### src/rtl/operand_skid16_pkg.sv
// operand_skid16_pkg: shared width default and occupancy encodings
package operand_skid16_pkg;
  localparam int WIDTH_DEF = 16;
  typedef enum logic [1:0] {
    LVL_EMPTY = 2'd0,
    LVL_ONE   = 2'd1,
    LVL_FULL  = 2'd2
  } lvl_e;
endpackage

### src/rtl/operand_skid16_pair_reg16.sv
// pair_reg16: two-operand register with load enable and sync active-low clear
module pair_reg16 #(
  parameter int W = 16
) (
  input  logic         clk,
  input  logic         rst_n,
  input  logic         ld,
  input  logic [W-1:0] d0,
  input  logic [W-1:0] d1,
  output logic [W-1:0] q0,
  output logic [W-1:0] q1
);
  always_ff @(posedge clk) begin
    if (!rst_n) begin
      q0 <= '0;
      q1 <= '0;
    end else if (ld) begin
      q0 <= d0;
      q1 <= d1;
    end
  end
endmodule

### src/rtl/operand_skid16.sv
// operand_skid16: two-entry valid/ready skid buffer for a 16-bit operand pair
module operand_skid16
  import operand_skid16_pkg::*;
#(
  parameter int WIDTH = WIDTH_DEF,
  parameter int CNT_W = 16
) (
  input  logic             clk,
  input  logic             rst_n,
  input  logic             s_valid,
  output logic             s_ready,
  input  logic [WIDTH-1:0] in0_16b,
  input  logic [WIDTH-1:0] in1_16b,
  output logic             m_valid,
  input  logic             m_ready,
  output logic [WIDTH-1:0] out0_16b,
  output logic [WIDTH-1:0] out1_16b,
  output logic [1:0]       level,
  output logic [CNT_W-1:0] xfer_cnt
);
  logic             sk_valid;
  logic [WIDTH-1:0] sk0;
  logic [WIDTH-1:0] sk1;
  logic             acc;
  logic             dq;
  logic             adv;
  logic             main_ld;
  logic             skid_ld;
  logic [WIDTH-1:0] main_d0;
  logic [WIDTH-1:0] main_d1;
  always_comb begin
    s_ready = !sk_valid;
    acc     = s_valid & s_ready;
    dq      = m_valid & m_ready;
    adv     = !m_valid | dq;
    main_ld = adv & (sk_valid | acc);
    skid_ld = acc & (adv ? sk_valid : 1'b1);
    main_d0 = sk_valid ? sk0 : in0_16b;
    main_d1 = sk_valid ? sk1 : in1_16b;
    level   = sk_valid ? LVL_FULL : (m_valid ? LVL_ONE : LVL_EMPTY);
  end
  always_ff @(posedge clk) begin
    if (!rst_n) begin
      m_valid  <= 1'b0;
      sk_valid <= 1'b0;
      xfer_cnt <= '0;
    end else begin
      m_valid  <= adv ? (sk_valid | acc) : m_valid;
      sk_valid <= adv ? (sk_valid & acc) : (sk_valid | acc);
      xfer_cnt <= xfer_cnt + CNT_W'(dq);
    end
  end
  pair_reg16 #(.W(WIDTH)) u_main (
    .clk  (clk),
    .rst_n(rst_n),
    .ld   (main_ld),
    .d0   (main_d0),
    .d1   (main_d1),
    .q0   (out0_16b),
    .q1   (out1_16b)
  );
  pair_reg16 #(.W(WIDTH)) u_skid (
    .clk  (clk),
    .rst_n(rst_n),
    .ld   (skid_ld),
    .d0   (in0_16b),
    .d1   (in1_16b),
    .q0   (sk0),
    .q1   (sk1)
  );
endmodule

### config.mk
export PLATFORM = sky130hd
export DESIGN_NAME = operand_skid16
export DESIGN_NICKNAME = d
export VERILOG_FILES = /design/src/rtl/operand_skid16_pkg.sv /design/src/rtl/operand_skid16_pair_reg16.sv /design/src/rtl/operand_skid16.sv
export SDC_FILE = /design/constraint.sdc
export NUM_CORES = 1
export LEC_CHECK = 0
export CELL_PAD_IN_SITES_DETAIL_PLACEMENT = 1
export CELL_PAD_IN_SITES_GLOBAL_PLACEMENT = 2
export CORE_UTILIZATION = 34
export CTS_CLUSTER_SIZE = 10
export DETAILED_ROUTE_END_ITERATION = 7
export GPL_ROUTABILITY_DRIVEN = 0
export MAX_ROUTING_LAYER = met4
export PLACE_DENSITY = 0.93
export SETUP_SLACK_MARGIN = 0.15
export SYNTH_ARGS = -nofsm -noshare
export SYNTH_HDL_FRONTEND = slang
export SYNTH_HIERARCHICAL = 1
export SYNTH_SLANG_ARGS = --single-unit
### constraint.sdc
create_clock -name clk -period 3.97 [get_ports clk]
set_input_delay 0.5955 -clock clk [delete_from_list [all_inputs] [get_ports clk]]
set_output_delay 0.5955 -clock clk [all_outputs]
set_load 0.01 [all_outputs]
; ---- After elaboration in Yosys (flattened, before gate mapping)
; Index checks and enable logic that the tools add are counted.
[word_totals]
register_bits = 82
out_inout_bits = 52
elab_cells = 23
[classes]
n_addsub = 1
n_mux = 6
bitwise_logic = 7
n_reduce_logical = 2
[op_table]
columns = op, count
row1 = $mux W16, 2
row2 = $add A16 B1 Y16, 1
row3 = $and A1 B1 Y1, 5
row4 = $mux W1, 3
row5 = $logic_not A1 Y1, 2
row6 = $mux W2, 1
row7 = $or A1 B1 Y1, 2

; ---- Logic depth before layout (Yosys ltp)
[depth]
ltp_word = 4
ltp_mapped = 8

; ---- Modules after synthesis
; The synthesis kept the hierarchy.
[by_module_without_submodules]
columns = module, instances, cells_per_inst, area_each_um2
row1 = pair_reg16, 2, 103, 1243.7
row2 = operand_skid16, 1, 129, 1266.2

; ---- Least setup slack after synthesis
; Ideal clock, no wire load.
[synth_path]
path_kind = input to register
from = input port m_ready
to = register xfer_cnt[12]
setup_ns = 0.115
t_arrival_ns = 1.738
t_required_ns = 3.855
path_slack_ns = 2.117
stages = 7
path_buffers = 0
path_cell_list = and2_1 ha_1 ha_1 nand2_4 nor4_2 xor2_1 and2_1
[synth_via]
elab_chain_len = 2
[synth_rtl]
columns = element, line_no
row1 = from (decl), operand_skid16.sv:15  ; input logic m_ready,
row2 = $and A1 B1 Y1, operand_skid16.sv:34  ; dq = m_valid & m_ready;
row3 = $add A16 B1 Y16, operand_skid16.sv:50  ; xfer_cnt <= xfer_cnt + CNT_W'(dq);
row4 = to (signal assigned), operand_skid16.sv:50
row5 = to (decl), operand_skid16.sv:19  ; output logic [CNT_W-1:0] xfer_cnt
; Every way passes these cells.
; A chain may end at the register's enable or synchronous reset.

; ---- Final worst setup path
[layout_path]
from = register sk_valid
to = output port level[0]
[layout_via]
elab_chain_len = 1
[layout_rtl]
columns = element, line_no
row1 = from (decl), operand_skid16.sv:21  ; logic sk_valid;
row2 = from (signal assigned), operand_skid16.sv:49  ; sk_valid <= adv ? (sk_valid & acc) : (sk_valid | acc);
row3 = $mux W2, operand_skid16.sv:40  ; level = sk_valid ? LVL_FULL : (m_valid ? LVL_ONE : LVL_EMPTY);
row4 = to (decl), operand_skid16.sv:18  ; output logic [1:0] level,
; Every way passes these cells.

==> flow_summary_export.csv <==
group,metric,value,unit
status,status,"finished, final reports clean",
global_routing,grt_use_total,0.152,
floorplanning,io_pins,88,
final_layout,utilization,0.459,
setup_path,timing.rr.start,"sk_valid$_SDFF_PN0_",
setup_path,critPathTopFamily,"flip-flops",
global_routing,use_met3,0.0328,
setup_path,cp_cell_sequence,"nor2b_1 -> clkdlybuf4s50_1",
floorplanning,start_util,0.357,
route,drc_errors,0,
global_routing,antenna_found_initial,0,
power_and_ir_drop,clkPwrFrac,0.366,
power_and_ir_drop,power_switching,0.413,mW
power_and_ir_drop,p_total,1.73,mW
global_routing,grt_first_pass_wirelength,13300,µm
setup_path,regToRegSetupSlack,1.47,ns
clock_tree,clk_latency,0.34,ns
timing,fin_worst_skew,0.0122,ns
synth,ys_warn_count,6,
clock_tree,clk_pin_slew,0.09,ns
synth,seq_area_frac_synth,0.437,
final_layout,n_antenna_cell,0,
global_routing,grt_max_degree,52,
route,dr.pass1.iters,4,
route,final_antenna_net_count,0,
setup_path,crit_cells,2,
synth,syn_area_per_cell,11.2,µm²
placed_design,dp_hpwl,5480,µm
global_routing,grt_overflow,0,
timing,fin_tns_setup,0,ns
route,vias,2627,
setup_path,worstSetupEndpointType,"output port",
power_and_ir_drop,power_density,359,nW/µm²
setup_path,reg2reg_to,"u_main/q1[3]$_SDFFE_PN0P_",
timing,slew_viol_final,0,
power_and_ir_drop,swShare,0.238,
global_routing,use_met1,0.179,
timing,timing.hold.ws,0.492,ns
floorplanning,die_w,107,µm
final_layout,syn2layout_area_growth,28.6,%
power_and_ir_drop,pwr-share-seq,0.505,
timing,max-slew-margin-rel,0.314,
final_layout,drive_gt1_frac,0.146,
placed_design,numPortBuffers,87,
timing,finalHoldViolations,0,
clock_tree,clock-root-buffer,"clkbuf_8",
setup_path,crit_buf_inv,1,
clock_tree,cts_tree,"built",
route,routedWlPerCell,14.7,µm
synth,synth_cell_types,33,
clock_tree,cts_made_buffers,9,
clock_tree,cts.sinks,82,
timing,finalSetupViolations,0,
route,viasPerCell,4.73,
clock_tree,cts_hold_buf,0,
timing,period_share,0.658,
setup_path,crit_slowest_cell,"dfxtp_2",
power_and_ir_drop,p_comb_frac,0.129,
worst_hold_path,whs_path_depth,2,
setup_path,crit_path_max_incr_delay,0.96,ns
global_routing,first_global_vias,2734,
global_routing,grt_use_met2,0.259,
synth,synth_top_area_cell,"dfxtp_1",
setup_path,crit_path_start_kind,"flop",
synth,synth_top_area_frac,0.437,
setup_path,criticalPathCategory,"flop to output port",
clock_tree,cts_resized,0,
setup_path,cp.required,3.37,ns
global_routing,gr-max-usage-layer,"met2",
worst_hold_path,min_to,"xfer_cnt[15]$_SDFF_PN0_",
route,wirelength,8140,µm
setup_path,cp_data_arrival_time,2.02,ns
setup_path,reg2reg_depth,5,
setup_path,crit_path_max_fanout,37,
clock_tree,cts_setup_buffers,0,
clock_tree,htree_levels,3,
floorplanning,die-area,11500,µm²
timing,rsz0062_at_grt,"no",
final_layout,nNetsFinal,453,
power_and_ir_drop,p_int,1.32,mW
floorplanning,coreArea,10500,µm²
power_and_ir_drop,p_leak,1.76,nW
power_and_ir_drop,ir_drop,0.000189,V
worst_hold_path,min_from,"xfer_cnt[15]$_SDFF_PN0_",
synth,syn_area,3750,µm²
synth,ys_ff_latch,82,
route,drt_iter0_drc,42,
floorplanning,die_y,107,µm
synth,synth_area_leaders,"dfxtp_1, mux2i_1, nor2b_1",
timing,tightest_slew,1.03,ns
timing,clock.fmax,383,MHz
run,drv_cap,0,
clock_tree,cts_buffer_depth,2,
floorplanning,rows,37,
synth,synth_cells,335,
synth,syn_nets,374,
worst_hold_path,hp-class,"flop to flop",
timing,period_needed,2.61,ns
[worst max path at each step]
stage	from	endpoint	slack, ns
after floorplan	m_ready	xfer_cnt[12]$_SDFF_PN0_	2.12
after global placement	s_valid	u_main/q1[1]$_SDFFE_PN0P_	1.46
after detailed placement	s_valid	u_skid/q1[5]$_SDFFE_PN0P_	1.38
after CTS	sk_valid$_SDFF_PN0_	level[0]	1.30
after global routing	sk_valid$_SDFF_PN0_	level[0]	1.22
final	sk_valid$_SDFF_PN0_	level[0]	1.36
[power by group through the flow]
stage	sequential, mW	clock [mW]	combinational (mW)
6_report	0.875	0.633	0.224
3_3_place_gp	0.893	0	0.221
2_1_floorplan	0.899	0	0.124
3_5_place_dp	0.894	0	0.228
4_1_cts	0.876	0.665	0.229
5_1_grt	0.879	0.699	0.243
[cells by family after synthesis]
kind of cell,synth area share
AOI/OAI and AO/OA,0.0200
xor gates and xnor gates,0.0163
adders and majority gates,0.0100
buffers and inverters,0.0550
DFF,0.437
muxes,0.272
and+or+nand+nor,0.189
[sequential cells by signal (all words and copies together), names as in the netlist]
register   count
sk_valid       1
u_skid/q1     16
xfer_cnt      16
u_main/q1     16
m_valid        1
u_main/q0     16
u_skid/q0     16
[tightest hold or removal path, cell delays in order (launching register included)]
cell     delay [ns]
dfxtp_1        0.33
nand2_1        0.06
mux2i_1        0.06
[metrics by stage]
stage          worst slack, ns  instance area, µm²  std cells
6_report                  1.36                4830        555
5_1_grt                   1.22                4830        555
4_1_cts                   1.30                4830        555
3_5_place_dp              1.38                4620        539
3_3_place_gp              1.46                4620        539
2_1_floorplan             2.12                3750        335
[Yosys cell counts]
master,instances
nand2_1,7
a41o_1,1
nand4_1,1
dfxtp_1,82
nor4_2,3
clkbuf_1,9
a21boi_1,4
buf_4,1
nand3_1,6
buf_6,2
o31a_1,1
o21ai_0,4
and2_1,10
mux2i_1,66
and3_1,1
buf_12,6
nor3_2,1
nand3_2,1
mux2_2,32
inv_1,2
nand2b_1,2
or3_1,4
nand4_4,1
and3b_1,1
ha_1,3
xor2_1,4
nor2_1,3
nand2_4,1
buf_2,3
nor2b_1,67
a31oi_1,1
xnor2_1,3
nor4_1,2
[routing by layer]
metal / wire length, µm / vias up
met5: 0 / -
met4: 78 / 0
met3: 289 / 5
met2: 3940 / 55
met1: 3830 / 1268
li1: - / 1299
[cells in the final DEF (no fill, tap or decap), drive strengths merged, types with 3 or more instances in the layout]
cell type      instances
nor4                   5
clkbuf                11
and2                  10
nand3                  7
mux2                  32
ha                     3
nor2b                 67
or3                    4
mux2i                 66
nor2                   3
dfxtp                 82
clkdlybuf4s50         86
xnor2                  3
clkinv                 3
nand2                  8
o21ai                  4
buf                    3
a21boi                 4
inv                    3
xor2                   4
[area by class of cell]
type	count	area, µm²
repair buffers	89	881
flip-flops and latches	82	1640
fillers	1154	5680
clock inverters	5	61.3
well taps	136	170
inverters	2	7.51
multi-input cells	230	1910
clock buffers	11	151
No activity file was read; power rests on OpenSTA's default activity.
